File: src/rtl/recursion_bank_if.sv
// Bus bundle for recursion_bank: sample stream in/out, coefficient and state
// write ports, and the sticky overflow status.
interface recursion_bank_if #(
  parameter int CH = 4,
  parameter int DW = 16,
  parameter int CW = 16
);
  localparam int CHW = $clog2(CH);

  logic                 in_valid;
  logic                 in_ready;
  logic signed [DW-1:0] in_r;
  logic signed [DW-1:0] in_i;

  logic                 coef_we;
  logic [CHW-1:0]       coef_ch;
  logic signed [CW-1:0] coef_r;
  logic signed [CW-1:0] coef_i;

  logic                 init_we;
  logic [CHW-1:0]       init_ch;
  logic signed [DW-1:0] init_r;
  logic signed [DW-1:0] init_i;

  logic                 out_valid;
  logic                 out_ready;
  logic signed [DW-1:0] out_r;
  logic signed [DW-1:0] out_i;
  logic [CHW-1:0]       out_ch;
  logic                 ovf;

  modport master (
    output in_valid, in_r, in_i,
    output coef_we, coef_ch, coef_r, coef_i,
    output init_we, init_ch, init_r, init_i,
    output out_ready,
    input  in_ready, out_valid, out_r, out_i, out_ch, ovf
  );

  modport slave (
    input  in_valid, in_r, in_i,
    input  coef_we, coef_ch, coef_r, coef_i,
    input  init_we, init_ch, init_r, init_i,
    input  out_ready,
    output in_ready, out_valid, out_r, out_i, out_ch, ovf
  );
endinterface

File: src/rtl/recursion_bank.sv
// Round-robin bank of CH complex first-order recursions y = a*y[n-1] + x,
// sharing one pipelined complex multiplier, with saturation and sticky ovf.
module recursion_bank #(
  parameter int CH = 4,
  parameter int DW = 16,
  parameter int CW = 16,
  parameter int CF = 14
) (
  input logic             clk,
  input logic             rst,
  recursion_bank_if.slave bus
);
  localparam int CHW = $clog2(CH);
  localparam int MW  = DW + CW;
  localparam int PW  = DW + CW + 1;
  localparam int SW  = PW + 1;

  localparam logic signed [SW-1:0] SAT_MAX = {{(SW-DW+1){1'b0}}, {(DW-1){1'b1}}};
  localparam logic signed [SW-1:0] SAT_MIN = {{(SW-DW+1){1'b1}}, {(DW-1){1'b0}}};
  localparam logic signed [DW-1:0] Y_MAX   = {1'b0, {(DW-1){1'b1}}};
  localparam logic signed [DW-1:0] Y_MIN   = {1'b1, {(DW-1){1'b0}}};

  // Writeback lands two advances after accept; a channel must not recur sooner.
  if (CH < 2 || CH > 64) begin : g_ch_check
    $error("recursion_bank: CH must be in 2..64");
  end
  if (CF < 1) begin : g_cf_check
    $error("recursion_bank: CF must be at least 1");
  end

  function automatic logic signed [PW-1:0] round_cf(input logic signed [PW-1:0] p);
    logic signed [PW-1:0] half;
    half = PW'(1) <<< (CF - 1);
    return (p + half) >>> CF;
  endfunction

  function automatic logic signed [DW-1:0] sat(input logic signed [SW-1:0] v);
    logic signed [DW-1:0] r;
    if (v > SAT_MAX)      r = Y_MAX;
    else if (v < SAT_MIN) r = Y_MIN;
    else                  r = v[DW-1:0];
    return r;
  endfunction

  function automatic logic clips(input logic signed [SW-1:0] v);
    return (v > SAT_MAX) || (v < SAT_MIN);
  endfunction

  logic signed [DW-1:0] st_r [CH];
  logic signed [DW-1:0] st_i [CH];
  logic signed [CW-1:0] cf_r [CH];
  logic signed [CW-1:0] cf_i [CH];

  logic [CHW-1:0]       in_ch;
  logic                 adv, accept;
  logic                 vld_p0, vld_p1, vld_p2;
  logic signed [DW-1:0] x_r_p0, x_i_p0, x_r_p1, x_i_p1;
  logic [CHW-1:0]       ch_p0, ch_p1, ch_p2;
  logic signed [PW-1:0] prod_r_p1, prod_i_p1;
  logic signed [DW-1:0] y_r_p2, y_i_p2;
  logic                 ovf_q;

  logic signed [MW-1:0] s_r, s_i, a_r, a_i;
  logic signed [PW-1:0] prod_r, prod_i;
  logic signed [SW-1:0] sum_r, sum_i;

  assign adv          = bus.out_ready | ~vld_p2;
  assign accept       = adv & bus.in_valid;
  assign bus.in_ready = adv;

  // p0 -> p1: state/coefficient read for the captured channel, complex product
  always_comb begin
    s_r    = MW'(st_r[ch_p0]);
    s_i    = MW'(st_i[ch_p0]);
    a_r    = MW'(cf_r[ch_p0]);
    a_i    = MW'(cf_i[ch_p0]);
    prod_r = PW'(s_r * a_r) - PW'(s_i * a_i);
    prod_i = PW'(s_r * a_i) + PW'(s_i * a_r);
  end

  // p1 -> p2: round, add x, saturate
  always_comb begin
    sum_r = SW'(round_cf(prod_r_p1)) + SW'(x_r_p1);
    sum_i = SW'(round_cf(prod_i_p1)) + SW'(x_i_p1);
  end

  always_ff @(posedge clk) begin
    if (accept) begin
      x_r_p0 <= bus.in_r;
      x_i_p0 <= bus.in_i;
      ch_p0  <= in_ch;
    end
    if (adv && vld_p0) begin
      prod_r_p1 <= prod_r;
      prod_i_p1 <= prod_i;
      x_r_p1    <= x_r_p0;
      x_i_p1    <= x_i_p0;
      ch_p1     <= ch_p0;
    end
  end

  always_ff @(posedge clk) begin
    if (rst) begin
      in_ch  <= '0;
      vld_p0 <= 1'b0;
      vld_p1 <= 1'b0;
      vld_p2 <= 1'b0;
      ovf_q  <= 1'b0;
      ch_p2  <= '0;
      y_r_p2 <= '0;
      y_i_p2 <= '0;
      for (int k = 0; k < CH; k++) begin
        st_r[k] <= '0;
        st_i[k] <= '0;
        cf_r[k] <= '0;
        cf_i[k] <= '0;
      end
    end else begin
      if (accept) in_ch <= (in_ch == CHW'(CH - 1)) ? '0 : in_ch + CHW'(1);
      if (adv) begin
        vld_p0 <= bus.in_valid;
        vld_p1 <= vld_p0;
        vld_p2 <= vld_p1;
      end
      if (adv && vld_p1) begin
        y_r_p2      <= sat(sum_r);
        y_i_p2      <= sat(sum_i);
        ch_p2       <= ch_p1;
        st_r[ch_p1] <= sat(sum_r);
        st_i[ch_p1] <= sat(sum_i);
        if (clips(sum_r) || clips(sum_i)) ovf_q <= 1'b1;
      end
      if (bus.coef_we) begin
        cf_r[bus.coef_ch] <= bus.coef_r;
        cf_i[bus.coef_ch] <= bus.coef_i;
      end
      // Placed after the writeback so an init to the same channel wins.
      if (bus.init_we) begin
        st_r[bus.init_ch] <= bus.init_r;
        st_i[bus.init_ch] <= bus.init_i;
      end
    end
  end

  assign bus.out_valid = vld_p2;
  assign bus.out_r     = y_r_p2;
  assign bus.out_i     = y_i_p2;
  assign bus.out_ch    = ch_p2;
  assign bus.ovf       = ovf_q;
endmodule
File: src/flat_wrapper.sv
// flat-port wrapper written by rule: the top's interface ports become plain ports
module recursion_bank_flat 
#(
  parameter int CH = 4,
  parameter int DW = 16,
  parameter int CW = 16,
  parameter int CF = 14
)
  (clk, rst, bus_in_valid, bus_in_r, bus_in_i, bus_coef_we, bus_coef_ch, bus_coef_r, bus_coef_i, bus_init_we, bus_init_ch, bus_init_r, bus_init_i, bus_out_ready, bus_in_ready, bus_out_valid, bus_out_r, bus_out_i, bus_out_ch, bus_ovf);
  recursion_bank_if #(.CH(CH), .DW(DW), .CW(CW)) bus_i ();
  input logic clk;
  input logic rst;
  input wire logic [$bits(bus_i.in_valid)-1:0] bus_in_valid;
  input wire logic [$bits(bus_i.in_r)-1:0] bus_in_r;
  input wire logic [$bits(bus_i.in_i)-1:0] bus_in_i;
  input wire logic [$bits(bus_i.coef_we)-1:0] bus_coef_we;
  input wire logic [$bits(bus_i.coef_ch)-1:0] bus_coef_ch;
  input wire logic [$bits(bus_i.coef_r)-1:0] bus_coef_r;
  input wire logic [$bits(bus_i.coef_i)-1:0] bus_coef_i;
  input wire logic [$bits(bus_i.init_we)-1:0] bus_init_we;
  input wire logic [$bits(bus_i.init_ch)-1:0] bus_init_ch;
  input wire logic [$bits(bus_i.init_r)-1:0] bus_init_r;
  input wire logic [$bits(bus_i.init_i)-1:0] bus_init_i;
  input wire logic [$bits(bus_i.out_ready)-1:0] bus_out_ready;
  output wire logic [$bits(bus_i.in_ready)-1:0] bus_in_ready;
  output wire logic [$bits(bus_i.out_valid)-1:0] bus_out_valid;
  output wire logic [$bits(bus_i.out_r)-1:0] bus_out_r;
  output wire logic [$bits(bus_i.out_i)-1:0] bus_out_i;
  output wire logic [$bits(bus_i.out_ch)-1:0] bus_out_ch;
  output wire logic [$bits(bus_i.ovf)-1:0] bus_ovf;
  assign bus_i.in_valid = bus_in_valid;
  assign bus_i.in_r = bus_in_r;
  assign bus_i.in_i = bus_in_i;
  assign bus_i.coef_we = bus_coef_we;
  assign bus_i.coef_ch = bus_coef_ch;
  assign bus_i.coef_r = bus_coef_r;
  assign bus_i.coef_i = bus_coef_i;
  assign bus_i.init_we = bus_init_we;
  assign bus_i.init_ch = bus_init_ch;
  assign bus_i.init_r = bus_init_r;
  assign bus_i.init_i = bus_init_i;
  assign bus_i.out_ready = bus_out_ready;
  assign bus_in_ready = bus_i.in_ready;
  assign bus_out_valid = bus_i.out_valid;
  assign bus_out_r = bus_i.out_r;
  assign bus_out_i = bus_i.out_i;
  assign bus_out_ch = bus_i.out_ch;
  assign bus_ovf = bus_i.ovf;
  recursion_bank #(.CH(CH), .DW(DW), .CW(CW), .CF(CF)) u_core (.clk(clk), .rst(rst), .bus(bus_i));
endmodule
File: config.mk
export PLATFORM = sky130hd
export DESIGN_NAME = recursion_bank_flat
export DESIGN_NICKNAME = d
export VERILOG_FILES = /design/src/rtl/recursion_bank_if.sv /design/src/rtl/recursion_bank.sv /design/src/flat_wrapper.sv
export SDC_FILE = /design/constraint.sdc
export NUM_CORES = 2
export LEC_CHECK = 0
export BUFFER_PORTS_ARGS = -buffer_cell sky130_fd_sc_hd__buf_4
export CAP_MARGIN = 0
export CORE_UTILIZATION = 45
export DETAILED_ROUTE_END_ITERATION = 10
export PLACE_DENSITY = 0.64
export SYNTH_ARGS = -nofsm -noshare
export SYNTH_HDL_FRONTEND = slang
export SYNTH_SLANG_ARGS = --single-unit
File: constraint.sdc
create_clock -name clk -period 13 [get_ports clk]
set_clock_uncertainty 0.2 [all_clocks]
set_input_delay 2.6 -clock clk [delete_from_list [all_inputs] [get_ports clk]]
set_output_delay 2.6 -clock clk [all_outputs]
set_load 0.05 [all_outputs]
Word level (Yosys, flattened, before mapping)
Memories as Yosys holds them, arrays and structs flattened. A register that Yosys moved wholly into a read port is not among the register bits.
Index checks and enable logic that the tools add are counted.
{"block": "word_totals", "ff_bits": 174, "latchBits": 0, "ramBits": 256, "rom_bits": 0, "output_inout_bits": 37, "memories": 4}
{"memory": "u_core.cf_i", "depth": 4, "width": 16, "rd": 1, "rd_clocked_by_memory_dff": 1, "wr": 4, "line_no": "recursion_bank.sv:52", "source": "logic signed [CW-1:0] cf_i [CH];"}
{"memory": "u_core.cf_r", "depth": 4, "width": 16, "rd": 1, "rd_clocked_by_memory_dff": 1, "wr": 4, "line_no": "recursion_bank.sv:51", "source": "logic signed [CW-1:0] cf_r [CH];"}
{"memory": "u_core.st_i", "depth": 4, "width": 16, "rd": 1, "rd_clocked_by_memory_dff": 1, "wr": 4, "line_no": "recursion_bank.sv:50", "source": "logic signed [DW-1:0] st_i [CH];"}
{"memory": "u_core.st_r", "depth": 4, "width": 16, "rd": 1, "rd_clocked_by_memory_dff": 1, "wr": 4, "line_no": "recursion_bank.sv:49", "source": "logic signed [DW-1:0] st_r [CH];"}
{"block": "classes", "add_sub_neg": 7, "mul": 4, "n_div": 0, "magnitude_cmp": 4, "n_eq_ne": 1, "shifts": 0, "mux": 42, "bitwise": 3, "n_reduce_logical": 12}
{"op": "$mux 16", "count": 14}
{"op": "$mul 16x16->32", "count": 4}
{"op": "$reduce_or 16->1", "count": 6}
{"op": "$gt 34x16->1 const B", "count": 2}
{"op": "$lt 34x16->1 const B", "count": 2}
{"op": "$add 33x15->33 const B", "count": 2}
{"op": "$add 19x16->20", "count": 2}
{"op": "$add 33x33->33", "count": 1}
{"op": "$sub 33x33->33", "count": 1}
{"op": "$mux 2", "count": 11}
{"op": "$mux 1", "count": 17}
{"op": "$logic_or 1x1->1", "count": 3}
{"op": "$add 2x1->2 const B", "count": 1}
{"op": "$eq 2x2->1 const B", "count": 1}
{"op": "$logic_and 1x1->1", "count": 2}
{"op": "$reduce_and 2->1", "count": 1}
{"op": "$and 1x1->1", "count": 1}
{"op": "$not 1->1", "count": 1}
{"op": "$or 1x1->1", "count": 1}

Longest topological paths before layout
{"block": "logic_depth", "ltp_word": 8, "ltp_mapped": 41, "ltp_nobuf": 36}

Worst setup path before layout
No wires, ideal clock.
{"block": "synth_timing", "kind": "reg2reg", "startpoint": "register with a tool-made name", "endpoint": "register u_core.prod_i_p1[30] (data pin)", "arrival_ns": 8.776, "setup_slack_ns": 3.767, "path_stages_with_launch": 37, "cell_sequence": "dfxtp_1 > buf_2 > buf_1 > buf_1 > mux2i_1 > nand2_1 > o21ai_1 > clkbuf_1 > nor2_1 > fa_1 > inv_1 > fa_1 > fa_1 > inv_1 > fa_1 > fa_1 > inv_1 > fa_1 > inv_1 > ha_1 > clkbuf_1 > nand4_1 > or4b_2 > a31oi_1 > a31oi_1 > o21bai_1 > a21oi_1 > xnor2_1 > ha_1 > a21o_1 > a21o_1 > a21oi_1 > nor2_1 > a21oi_1 > o311ai_0 > a21oi_1 > xnor2_1"}
{"item": "end signal, assigned", "line_no": "recursion_bank.sv:95", "source": "prod_i_p1 <= prod_i;"}
{"item": "end, declared", "line_no": "recursion_bank.sv:59", "source": "logic signed [PW-1:0] prod_r_p1, prod_i_p1;"}

==> key figures <==
Timing
  – Fin. max-slew vios: 4
  – Max Freq: 0.09049 GHz
  – Worst Tran Pin Value: between 1.5 and 2 ns
  – Fin crit period: about 11 ns
  – Period Utilization, post-route: 85.00%
  – Rel. slew slack: -1.611%
  – Final setup violation count: 0
  – Setup tns final: 0 ns
  – RSZ-0062 raised after global routing: false
  – Final Hold Vio Count: 0

Route
  – Top sig layer: met5
  – DRC viols: 0
  – TritonRoute pass-1 iters: 6
  – Via count: 45160
  – Met2 routed WL: 81110 um
  – Starting DRT DRC Count: 4055
  – Routed len/inst: ~22 um
  – WL met1: 73650 um
  – Met3 routed WL: 18930 um
  – Overall routed net length: 182600 um
  – Routed Antenna Nets: 0
  – Routed vias/inst: between 5 and 6

Setup path
  – CP max stage delay: 1.02 ns
  – CP startpoint kind: flip-flop
  – Worst r2r dst: u_core.prod_r_p1[29]
  – Top fanout value on the critical path: 54
  – Setup crit end: u_core.prod_r_p1[29]
  – Crit path depth: 31
  – Crit. End Element: flip-flop
  – Crit-path slowest cell: o21ai_0
  – Worst r2r path cells: 31
  – Worst Path Arrival: 11.22 ns
  – FF-to-FF setup slack: around 1.9 ns
  – Buffer and inverter count on the worst path: 4
  – Most common cell on crit path: fa_1
  – CP top delay family: compound AO/OA/AOI/OAI gates
  – Kind of critical path: reg2reg
  – CP required: 13.17 ns

Clock tree
  – Clock Tree Root: clkbuf_16
  – Clock Sinks: 406
  – CTS clock-pin slew for the worst setup and hold paths: 0.06 ns
  – Hold_buf cts: 0
  – Post-CTS resize count: 0
  – CTS tree: yes
  – H-Tree Depth: 2
  – Worst-Skew Late Latency: around 0.62 ns
  – Max Root-Sink Buffers: 3
  – CTS Buf Count: 44
  – Setup repair bufs after CTS: 0

Floorplan
  – Die Y: about 370 um
  – IO Count: 143
  – Row count: 133
  – Core ar.: 0.1320 sq mm
  – Die area: 0.1350 sq mm
  – Starting density of the core: 45.55%
  – Die X: 367.5 um

Global routing
  – Overall routing resource usage: around 28%
  – Initial antenna violation count: 6
  – First-pass GRT wire length: 281500 um
  – Number of global-route vias before repair: approximately 46000
  – Total grt overflow: 0
  – Largest net degree at the start of global routing: 70

Worst hold path
  – Min-Delay Startpoint: u_core.x_r_p0[7]
  – Worst Hold Class: reg2reg

Yosys
  – XOR/XNOR Fraction of Synth Area: 3.278%
  – Commonest cells in the netlist: inv_1, fa_1, nand2_1
  – Leading area contributor after synthesis: fa_1
  – Post-synthesis compound-gate area fraction: 8.551%
  – Synth Area in Adders: between 40% and 50%
  – Most frequent cell after synthesis: inv_1
  – Post-synth EDFFs: 364
  – Post-Syn Nets: 7925
  – Syn. warnings: 0
  – Largest family of logic cells by synthesized area: adder cells
  – Seq cells post-synth: 406
  – Post-Synthesis Cells: 6338
  – Top FF cell, synth: edfxtp_1
  – Average cell area after synthesis: roughly 9.5 sq um
  – Post-synthesis mux area share: 2.496%
  – Cell Area, Synth: 0.06011 sq mm
  – Sequential area share after synthesis: 19.58%
  – Synth top area share: 34.97%
  – Post-Synth Simple-Gate Area: 12.91%
  – Async set-reset flop share out of synthesis: 0%
  – Synth cell types: 79
  – Synth top area cells: fa_1, edfxtp_1, ha_1

Status
  – Failing checks: max-capacitance violations, max-slew violations
  – Outcome: finished, violations left

Finish
  – Share of cells above drive strength 1: about 7.6%
  – Layout area overhead: 8.070%
  – FILL cells: 12230
  – Nets: 7984

Placed design
  – Post-DP HPWL: approximately 140000 um
  – RD Place Congestion: approximately 1
  – PortBufs: 142

Flow run
  – Max cap viols: 1
-- area by class of cell --
class	instances	area, sq um	area share [%]
Tap cell	1755	2196	3.380
Multi-Input combinational cell	4454	42990	66.18
Clock inverter	26	224.0	0.3448
Inverter	1221	4583	7.055
Clock buffer	56	1146	1.764
Antenna cell	1	2.502	0.003852
Sequential cell	406	11780	18.13
Timing Repair Buffer	270	2039	3.139
-- worst register-to-register path: cells and delay by family, from the launching register on --
kind / cells / cell delay (ns)
multiplexers: 1 / 0.15
flip-flops: 1 / 0.97
XOR/XNOR: 1 / 0.09
AND/OR/NAND/NOR: 5 / 0.93
AO/OA/AOI/OAI: 12 / 4.03
adder cells (fa/ha/maj): 8 / 3.67
buffers and inverters: 4 / 0.75
-- cells in the final DEF (no fill, tap or decap), types with 40 or more instances in the layout --
cell,netlist,layout
a21o_1,93,93
ha_1,431,431
and2_1,159,158
edfxtp_1,364,364
nor3_1,43,43
mux2i_1,61,61
buf_4,1,269
dfxtp_1,42,40
o21ai_0,206,183
clkbuf_16,0,44
xor2_1,50,50
xnor2_1,175,175
mux2_2,63,63
a21oi_1,167,167
o21a_1,92,91
inv_1,1221,1221
fa_1,1050,1050
nor2_1,661,660
nand3_1,47,47
nand2_1,751,751
-- sequential cells by signal, summed over array words and instances (netlist names), 2 cells and up, named ones only --
| register | count |
|---|---|
| u_core.st_r | 64 |
| u_core.cf_r | 64 |
| u_core.x_r_p0 | 16 |
| u_core.st_i | 64 |
| u_core.in_ch | 2 |
| u_core.bus.out_r | 16 |
| u_core.x_i_p1 | 16 |
| u_core.ch_p1 | 2 |
| u_core.x_i_p0 | 16 |
| u_core.prod_i_p1 | 20 |
| u_core.cf_i | 64 |
| u_core.prod_r_p1 | 20 |
| u_core.bus.out_ch | 2 |
| u_core.bus.out_i | 16 |
| u_core.ch_p0 | 2 |
| u_core.x_r_p1 | 16 |
-- worst min path at each step --
stage / to / depth (start not counted) / slack (ns)
2_1_floorplan: u_core.x_i_p1[0] / 0 / 0.20
3_3_place_gp: u_core.x_i_p1[4] / 0 / 0.20
3_5_place_dp: u_core.x_r_p1[5] / 0 / 0.20
4_1_cts: u_core.x_i_p1[9] / 0 / 0.22
5_1_grt: u_core.x_i_p1[2] / 0 / 0.22
6_report: u_core.x_r_p1[7] / 0 / 0.22
-- logic make-up after synthesis --
kind of cell,count (synthesis)
XOR/XNOR,225
flip-flops,406
adder cells (fa/ha/maj),1481
AND/OR/NAND/NOR,1814
buffers and inverters,1478
multiplexers,132
AO/OA/AOI/OAI,802
-- layer usage --
layer  global-route usage, %  vias to the layer above
met1                   37.49                    22870
met3                   6.546                      361
met5                       0                        -
met2                   42.49                     1945
li1                        -                    19980
met4                   11.08                        2
-- stage by stage --
step | hold slack [ns] | cells | area [sq um] | util [%] | worst slack, ns
CTS | 0.2176 | 8188 | 64960 | 49.23 | 2.277
finish | 0.2159 | 8189 | 64960 | 49.23 | 1.949
global placement | 0.2010 | 8106 | 63590 | 48.19 | 2.380
floorplan | 0.2003 | 6338 | 60110 | - | 3.767
detailed placement | 0.2045 | 8106 | 63590 | 48.19 | 2.325
global route | 0.2219 | 8188 | 64960 | 49.23 | 1.454
Power is not shown: default switching activity piles up to over one toggle a cycle in this logic, so the estimate is an artifact.
